## src/rtl/matrix_mode_fsm.sv

```systemverilog
// Top-level mode sequencer: decodes mode/op on confirm, runs one sub-unit per pass,
// reports errors. Define MATRIX_MODE_FSM_TIMEOUT_EN to build the ACTIVE-phase watchdog.
module matrix_mode_fsm #(
  parameter int MODE_W      = 4,
  parameter int OP_W        = 3,
  parameter int NUM_OPS     = 5,
  parameter int TIMEOUT_CYC = 100_000_000
) (
  input  logic              clk,
  input  logic              rst_n,
  input  logic [MODE_W-1:0] mode_select,
  input  logic [OP_W-1:0]   op_select,
  input  logic              confirm_btn,
  input  logic              back_btn,
  input  logic              input_done,
  input  logic              display_done,
  input  logic              calc_done,
  input  logic              calc_err,
  output logic [MODE_W-1:0] current_mode,
  output logic [OP_W-1:0]   op_type,
  output logic              input_en,
  output logic              calc_en,
  output logic              display_en,
  output logic              op_start,
  output logic              busy,
  output logic              err_flag,
  output logic [2:0]        err_code
);

  typedef enum logic [1:0] {IDLE, ACTIVE, ERROR} state_t;

  state_t state;
  logic   confirm_prev, back_prev;
  logic   confirm_rise, back_rise;
  logic   done_match, calc_mode, mode_bad, op_bad, calc_fault, wd_expire, active_exit;

  assign calc_mode   = (current_mode == MODE_W'(2));
  assign mode_bad    = (mode_select > MODE_W'(2));
  assign op_bad      = (32'(op_select) >= 32'(NUM_OPS));
  assign calc_fault  = calc_mode && calc_err;
  assign active_exit = done_match || calc_fault || back_rise || wd_expire;

  // Only the done of the unit that is currently running counts.
  always_comb begin
    done_match = 1'b0;
    case (current_mode)
      MODE_W'(0): done_match = input_done;
      MODE_W'(1): done_match = display_done;
      MODE_W'(2): done_match = calc_done;
      default:    done_match = 1'b0;
    endcase
  end

`ifdef MATRIX_MODE_FSM_TIMEOUT_EN
  localparam int WD_W = $clog2(TIMEOUT_CYC);

  logic [WD_W-1:0] wd_cnt;

  // Held at zero outside ACTIVE, so it is already clear on every entry.
  always_ff @(posedge clk or negedge rst_n) begin
    if (!rst_n) begin
      wd_cnt <= '0;
    end else if (state != ACTIVE) begin
      wd_cnt <= '0;
    end else begin
      wd_cnt <= wd_cnt + 1'b1;
    end
  end

  assign wd_expire = (state == ACTIVE) && (wd_cnt == WD_W'(TIMEOUT_CYC - 1));
`else
  assign wd_expire = 1'b0;
`endif

  always_ff @(posedge clk or negedge rst_n) begin
    if (!rst_n) begin
      state        <= IDLE;
      confirm_prev <= 1'b0;
      back_prev    <= 1'b0;
      confirm_rise <= 1'b0;
      back_rise    <= 1'b0;
      current_mode <= '0;
      op_type      <= '0;
      input_en     <= 1'b0;
      calc_en      <= 1'b0;
      display_en   <= 1'b0;
      op_start     <= 1'b0;
      busy         <= 1'b0;
      err_flag     <= 1'b0;
      err_code     <= 3'd0;
    end else begin
      confirm_prev <= confirm_btn;
      back_prev    <= back_btn;
      confirm_rise <= confirm_btn & ~confirm_prev;
      back_rise    <= back_btn & ~back_prev;
      op_start     <= 1'b0;

      case (state)
        IDLE: begin
          if (confirm_rise) begin
            if (mode_bad) begin
              state    <= ERROR;
              err_flag <= 1'b1;
              err_code <= 3'd1;
            end else if ((mode_select == MODE_W'(2)) && op_bad) begin
              state    <= ERROR;
              err_flag <= 1'b1;
              err_code <= 3'd2;
            end else begin
              state        <= ACTIVE;
              current_mode <= mode_select;
              if (mode_select == MODE_W'(2)) op_type <= op_select;
              input_en     <= (mode_select == MODE_W'(0));
              display_en   <= (mode_select == MODE_W'(1));
              calc_en      <= (mode_select == MODE_W'(2));
              op_start     <= 1'b1;
              busy         <= 1'b1;
            end
          end
        end

        ACTIVE: begin
          if (active_exit) begin
            input_en   <= 1'b0;
            calc_en    <= 1'b0;
            display_en <= 1'b0;
            busy       <= 1'b0;
          end
          if (done_match) begin
            state <= IDLE;
          end else if (calc_fault) begin
            state    <= ERROR;
            err_flag <= 1'b1;
            err_code <= 3'd4;
          end else if (back_rise) begin
            state <= IDLE;
          end else if (wd_expire) begin
            state    <= ERROR;
            err_flag <= 1'b1;
            err_code <= 3'd3;
          end
        end

        ERROR: begin
          if (confirm_rise || back_rise) begin
            state    <= IDLE;
            err_flag <= 1'b0;
            err_code <= 3'd0;
          end
        end

        default: state <= IDLE;
      endcase
    end
  end

endmodule

```

## config.mk

```make
export PLATFORM = sky130hd
export DESIGN_NAME = matrix_mode_fsm
export DESIGN_NICKNAME = d
export VERILOG_FILES = /design/src/rtl/matrix_mode_fsm.sv
export SDC_FILE = /design/constraint.sdc
export NUM_CORES = 1
export LEC_CHECK = 0
export ABC_AREA = 1
export CORE_MARGIN = 1
export CORE_UTILIZATION = 51
export DETAILED_ROUTE_END_ITERATION = 7
export PLACE_DENSITY_LB_ADDON = 0.12
export SLEW_MARGIN = 20
export SYNTH_ARGS = -nofsm -noshare
export SYNTH_HDL_FRONTEND = slang
export SYNTH_SLANG_ARGS = --single-unit
```

## constraint.sdc

```tcl
create_clock -name clk -period 2.8 [get_ports clk]
set_clock_uncertainty 0.15 [all_clocks]
set_input_delay 0.42 -clock clk [delete_from_list [all_inputs] [get_ports clk]]
set_output_delay 0.42 -clock clk [all_outputs]
set_load 0.005 [all_outputs]
```

==> flow_metrics.tcl, run 1 <==
set metrics [dict create \
    finalMaxSlewViolations 0 \
    drt_iter0_drc 23 \
    period_minus_slack_ns 1.82 \
    internal_power_w 0.000747 \
    cts_sinks 22 \
    tns_ns 0 \
    path_depth 1 \
    max_freq_mhz 549 \
    hold_buffers 0 \
    drc 0 \
    post-route-util_pct 71.7 \
    cts_root_buf "clkbuf_4" \
    hold_path_class "reg -> reg" \
    worstPathMaxFanout 5 \
    pre_cts_ws_ns 0.816 \
    finalPower_w 0.00118 \
    insertion_delay_ns 0.31 \
    power.density_mw_per_mm2 747 \
    die_w_um 50.6 \
    n_antenna_cell 0 \
    hold_viol_final 0 \
    overflow 0 \
    cts_buffers 3 \
    finalWeightedCongestion 0.857 \
    stdcell_count 223 \
    cpMaxStageDelayCell "clkdlybuf4s50_1" \
    power_frac_comb_pct 46.8 \
    power.share.clock_pct 14.7 \
    worstSetupEndpointType "output port" \
    port-buffer-count 30 \
    dpl.hpwl_um 1950 \
    grt_pass1_wl_um 4220 \
    rows 17 \
    layout-drive-gt1-share_pct 12.3 \
    p_sw_w 0.000437 \
    worst_slew_pin_slew_ns 0.275 \
    initial_core_util_pct 54.5 \
    synth_cells 160 \
    grt_max_degree 23 \
    vias_per_cell 4.85 \
    cts_tree "done" \
    nFillCells 190 \
    setup_slack_ns 0.979 \
    dp_cells 219 \
    mostFrequentLayoutCell "nand2_1" \
    p_sw_share_pct 36.9 \
    cp-start-kind "flip-flop" \
    grt_pass1_vias 1050 \
    max_slew_margin_pct 81.6 \
    setup_viol 0 \
    netlist_area_sq_mm 0.00121 \
    path_cells "clkdlybuf4s50_1" \
    required_ns 2.23 \
    ys_warn_count 0 \
    path_clk_slew_ns 0.12 \
    final_cell_mix "51 x nand2_1, 30 x clkdlybuf4s50_1, 25 x inv_1" \
    seq_power_share_pct 38.5 \
    rr_worst_depth 10 \
    drtAntennaViolNets 0 \
    die_h_um 50.6 \
    wl_um 2470 \
    slowest_delay_ns 0.52 \
    worstHoldPathCells 1 \
    wire_per_inst_um 11.1 \
    ys_ff_latch 22 \
    io_pins 31 \
    drtPass1Iterations 4 \
    cts_resized 0 \
    syn_nets 179 \
    post-cts-setup-buffers 0 \
    ys_seq_area_share_pct 45.6 \
    worst-path-buf-inv 1 \
    crit_type "reg -> out" \
    die_area_sq_mm 0.00256 \
    rsz0062_at_grt "false" \
    finalNetCount 215 \
    post_synth_num_cell_types 19 \
    antenna_found_initial 0 \
    power.leakage_nw 0.872 \
    htree_levels 1 \
    drv_cap 0 \
    vias 1082 \
    area_growth_pct 31.4 \
    status "finished clean" \
    multi_input_area_sq_um 547 \
    gr-usage-all-layers_pct 22.1 \
    cts_buffer_depth 2 \
    final-seq-area_sq_um 551 \
    design.core.area_sq_mm 0.00221 \
    synth.avg_cell_area_sq_um 7.54 \
    fin_crit_sh_pct 65.0 \
    critPathTopFamily "buffers and inverters" \
    peakVddDrop_mv 0.502 \
    crit_arrival_ns 1.25 \
]
[through the flow]
stage | cell area (sq um) | hold slack, ns
after detailed placement | 1550 | 0.237
final | 1590 | 0.249
after CTS | 1590 | 0.253
after global placement | 1550 | 0.233
after global routing | 1590 | 0.257
after floorplan | 1210 | -0.0256
[metal layers]
metal  wire [um]  up-vias  global-route usage, %
met3         106        5                   2.73
li1            -      557                      -
met4          40        0                   8.33
met2        1210       29                   40.7
met5           0        -                      0
met1        1110      491                   25.9
[area by class of cell]
| cell class | count | share of cell area [%] |
|---|---|---|
| clock buffers | 4 | 2.29 |
| well taps | 28 | 2.21 |
| inverters | 29 | 6.87 |
| multi-input cells | 109 | 34.5 |
| flip-flops and latches | 22 | 34.7 |
| repair buffers | 31 | 19.4 |
[worst paths after layout]
path                                                   from                       to  slack, ns
worst min register to register          back_prev$_DFF_PN0_      back_rise$_DFF_PN0_       0.25
worst max register to register         state[0]$_DFFE_PN0P_  err_code[0]$_DFFE_PN0P_       1.07
min in group asynchronous                             rst_n   op_type[2]$_DFFE_PN0P_       0.29
worst min-delay path                    back_prev$_DFF_PN0_      back_rise$_DFF_PN0_       0.25
max in group asynchronous                             rst_n      back_prev$_DFF_PN0_       1.98
worst max-delay path            current_mode[0]$_DFFE_PN0P_          current_mode[0]       0.98
[cell families (layout without fill, tap and decap cells)]
logic type                 count (synthesis)  in the layout  share of synthesized area (%)
AOI/OAI and AO/OA                          7              7                           3.53
DFF                                       22             22                           45.6
buffers and inverters                     29             64                           9.02
and+or+nand+nor                           98             98                           37.7
adders and majority gates                  4              4                           4.15
[flip-flops by register name, summed over array words and instances (netlist names)]
signal and cells:
current_mode 4, err_code 3, op_type 3, state 2
back_prev 1, back_rise 1, busy 1, calc_en 1
confirm_prev 1, confirm_rise 1, display_en 1, err_flag 1
input_en 1, op_start 1
[cell usage after synthesis (all sizes together)]
cell,n,area [sq um]
or2,1,6.26
a21oi,1,5.00
inv,29,109
o21ai,6,37.5
nand2,56,228
nand4,2,12.5
nand3,14,75.1
ha,4,50.1
dfrtp,22,551
nor2,25,133
[power by group through the flow]
stage / Sequential (W) / Clock (W) / Combinational (W)
CTS: 0.000457 / 0.000176 / 0.000557
finish: 0.000456 / 0.000174 / 0.000555
detailed placement: 0.000463 / 0 / 0.000552
global route: 0.000467 / 0.000191 / 0.000619
global placement: 0.000458 / 0 / 0.000540
floorplan: 0.000463 / 0 / 0.000315
(Power assumes the default switching activity.)
==> inputs of run 2 (changes only) <==
--- a/config.mk
+++ b/config.mk
@@ -7,7 +7,7 @@
 export LEC_CHECK = 0
 export ABC_AREA = 1
 export CORE_MARGIN = 1
-export CORE_UTILIZATION = 51
+export CORE_UTILIZATION = 48
 export DETAILED_ROUTE_END_ITERATION = 7
 export PLACE_DENSITY_LB_ADDON = 0.12
 export SLEW_MARGIN = 20
==> constraint.sdc (replaced) <==
create_clock -name clk -period 1.89 [get_ports clk]
set_clock_uncertainty 0.15 [all_clocks]
set_input_delay 0.2835 -clock clk [delete_from_list [all_inputs] [get_ports clk]]
set_output_delay 0.2835 -clock clk [all_outputs]
set_load 0.005 [all_outputs]
==> flow_metrics.tcl, run 2 (synthesized netlist as in run 1, its figures left out) <==
set metrics [dict create \
    hold_buffers 0 \
    setup_slack_ns 0.198 \
    max_slew_margin_pct 80.9 \
    tns_ns 0 \
    r2r_end "err_flag$_DFFE_PN0P_" \
    crit_type "reg -> out" \
    path_clk_slew_ns 0.12 \
    wl_um 2460 \
    reg.largest.list "current_mode: 4 flops, err_code: 3 flops, op_type: 3 flops" \
    vias_per_cell 4.85 \
    die_h_um 52.1 \
    cp-start-kind "flip-flop" \
    drtAntennaViolNets 0 \
    status "finished clean" \
    slowest_delay_ns 0.52 \
    drc 0 \
    initial_core_util_pct 52.5 \
    final_cell_mix "51 x nand2_1, 30 x clkdlybuf4s50_1, 25 x inv_1" \
    htree_levels 1 \
    worst_slew_pin_slew_ns 0.287 \
    cts_buffers 3 \
    largest_register_ffs 4 \
    rrSetupSlack_ns 0.23 \
    nFillCells 198 \
    power.leakage_nw 0.870 \
    finalNetCount 216 \
    dpl.hpwl_um 1960 \
    rows 17 \
    overflow 0 \
    grt_pass1_vias 1078 \
    rr_worst_depth 10 \
    r2r_start "state[0]$_DFFE_PN0P_" \
    rsz0062_at_grt "false" \
    antenna_found_initial 0 \
    worst-path-buf-inv 1 \
    path_cells "clkdlybuf4s50_1" \
    cts_tree "done" \
    power.density_mw_per_mm2 1090 \
    drv_cap 0 \
    hold_viol_final 0 \
    gr-usage-all-layers_pct 21.6 \
    critPathTopFamily "buffers and inverters" \
    die_w_um 52.1 \
    io_pins 31 \
    fin_crit_sh_pct 89.5 \
    grt_pass1_wl_um 4310 \
    worstPathMaxFanout 5 \
    drt_iter0_drc 13 \
    port-buffer-count 30 \
    vias 1081 \
    regMostFlops "current_mode" \
    mostFrequentLayoutCell "nand2_1" \
    peakVddDrop_mv 0.687 \
    pre_cts_ws_ns 0.0363 \
    finalMaxSlewViolations 0 \
    cts_root_buf "clkbuf_4" \
    wire_per_inst_um 11.0 \
    insertion_delay_ns 0.31 \
    setup_viol 0 \
    max_freq_mhz 591 \
    cts_sinks 22 \
    finalWeightedCongestion 0.787 \
    finalPower_w 0.00172 \
    cpMaxStageDelayCell "clkdlybuf4s50_1" \
    grt_max_degree 23 \
    cts_buffer_depth 2 \
    design.core.area_sq_mm 0.00230 \
    drtPass1Iterations 4 \
    required_ns 1.46 \
    crit_arrival_ns 1.26 \
    worstSetupEndpointType "output port" \
    hold_path_class "in -> async" \
    period_minus_slack_ns 1.69 \
    die_area_sq_mm 0.00272 \
    layout-drive-gt1-share_pct 12.8 \
    area_growth_pct 31.1 \
    n_antenna_cell 0 \
]
==> run 2: cell types whose count changed in the layout (fill, tap and decap cells not counted), sizes merged <==
cell    previous run  this run
buf                1         2
clkbuf             4         3
==> run 2: area by class of cell <==
type | count | area (sq um) | share of cell area, %
repair buffers | 32 | 315 | 19.9
well taps | 28 | 35.0 | 2.22
clock buffers | 3 | 22.5 | 1.42
multi-input cells | 109 | 549 | 34.7
flip-flops and latches | 22 | 551 | 34.8
inverters | 29 | 109 | 6.88
==> run 2: how the worst max path moves through the flow <==
stage / from / endpoint / slack, ns / cells past startpoint
final: current_mode[0]$_DFFE_PN0P_ / current_mode[0] / 0.20 / 1
after global routing: state[0]$_DFFE_PN0P_ / err_flag$_DFFE_PN0P_ / 0.06 / 10
after CTS: state[0]$_DFFE_PN0P_ / err_flag$_DFFE_PN0P_ / 0.14 / 10
after detailed placement: mode_select[1] / err_flag$_DFFE_PN0P_ / 0.04 / 10
after global placement: mode_select[1] / err_flag$_DFFE_PN0P_ / 0.07 / 10
after floorplan: state[0]$_DFFE_PN0P_ / err_code[2]$_DFFE_PN0P_ / 0.32 / 10
==> run 2: metal layers <==
layer  global-route usage, %  share of wire (%)  vias up
met1                    25.5                 45      499
met4                    10.5                2.2        0
met2                    38.9                 50       22
met5                       0                  0        -
li1                        -                  -      555
met3                    1.75                3.5        5
==> run 2: metrics by stage <==
stage	hold slack (ns)	util, %	instances	area, sq um
5_1_grt	0.173	68.8	223	1580
4_1_cts	0.158	68.4	222	1570
6_report	0.150	68.8	223	1580
3_3_place_gp	0.231	67.4	219	1550
3_5_place_dp	0.235	67.4	219	1550
2_1_floorplan	-0.162	-	160	1210
==> run 2: repair_timing <==
item | in CTS | in global routing
buffers inserted | 0 | 1
endpoints found under the setup margin | 0 | 4
gates resized for setup | 0 | 1
==> run 2: where the power goes <==
| group | switching (W) | total (W) | internal [W] |
|---|---|---|---|
| Combinational | 0.000423 | 0.000826 | 0.000402 |
| Sequential | 0.0000808 | 0.000674 | 0.000593 |
| Clock | 0.000142 | 0.000217 | 0.0000747 |
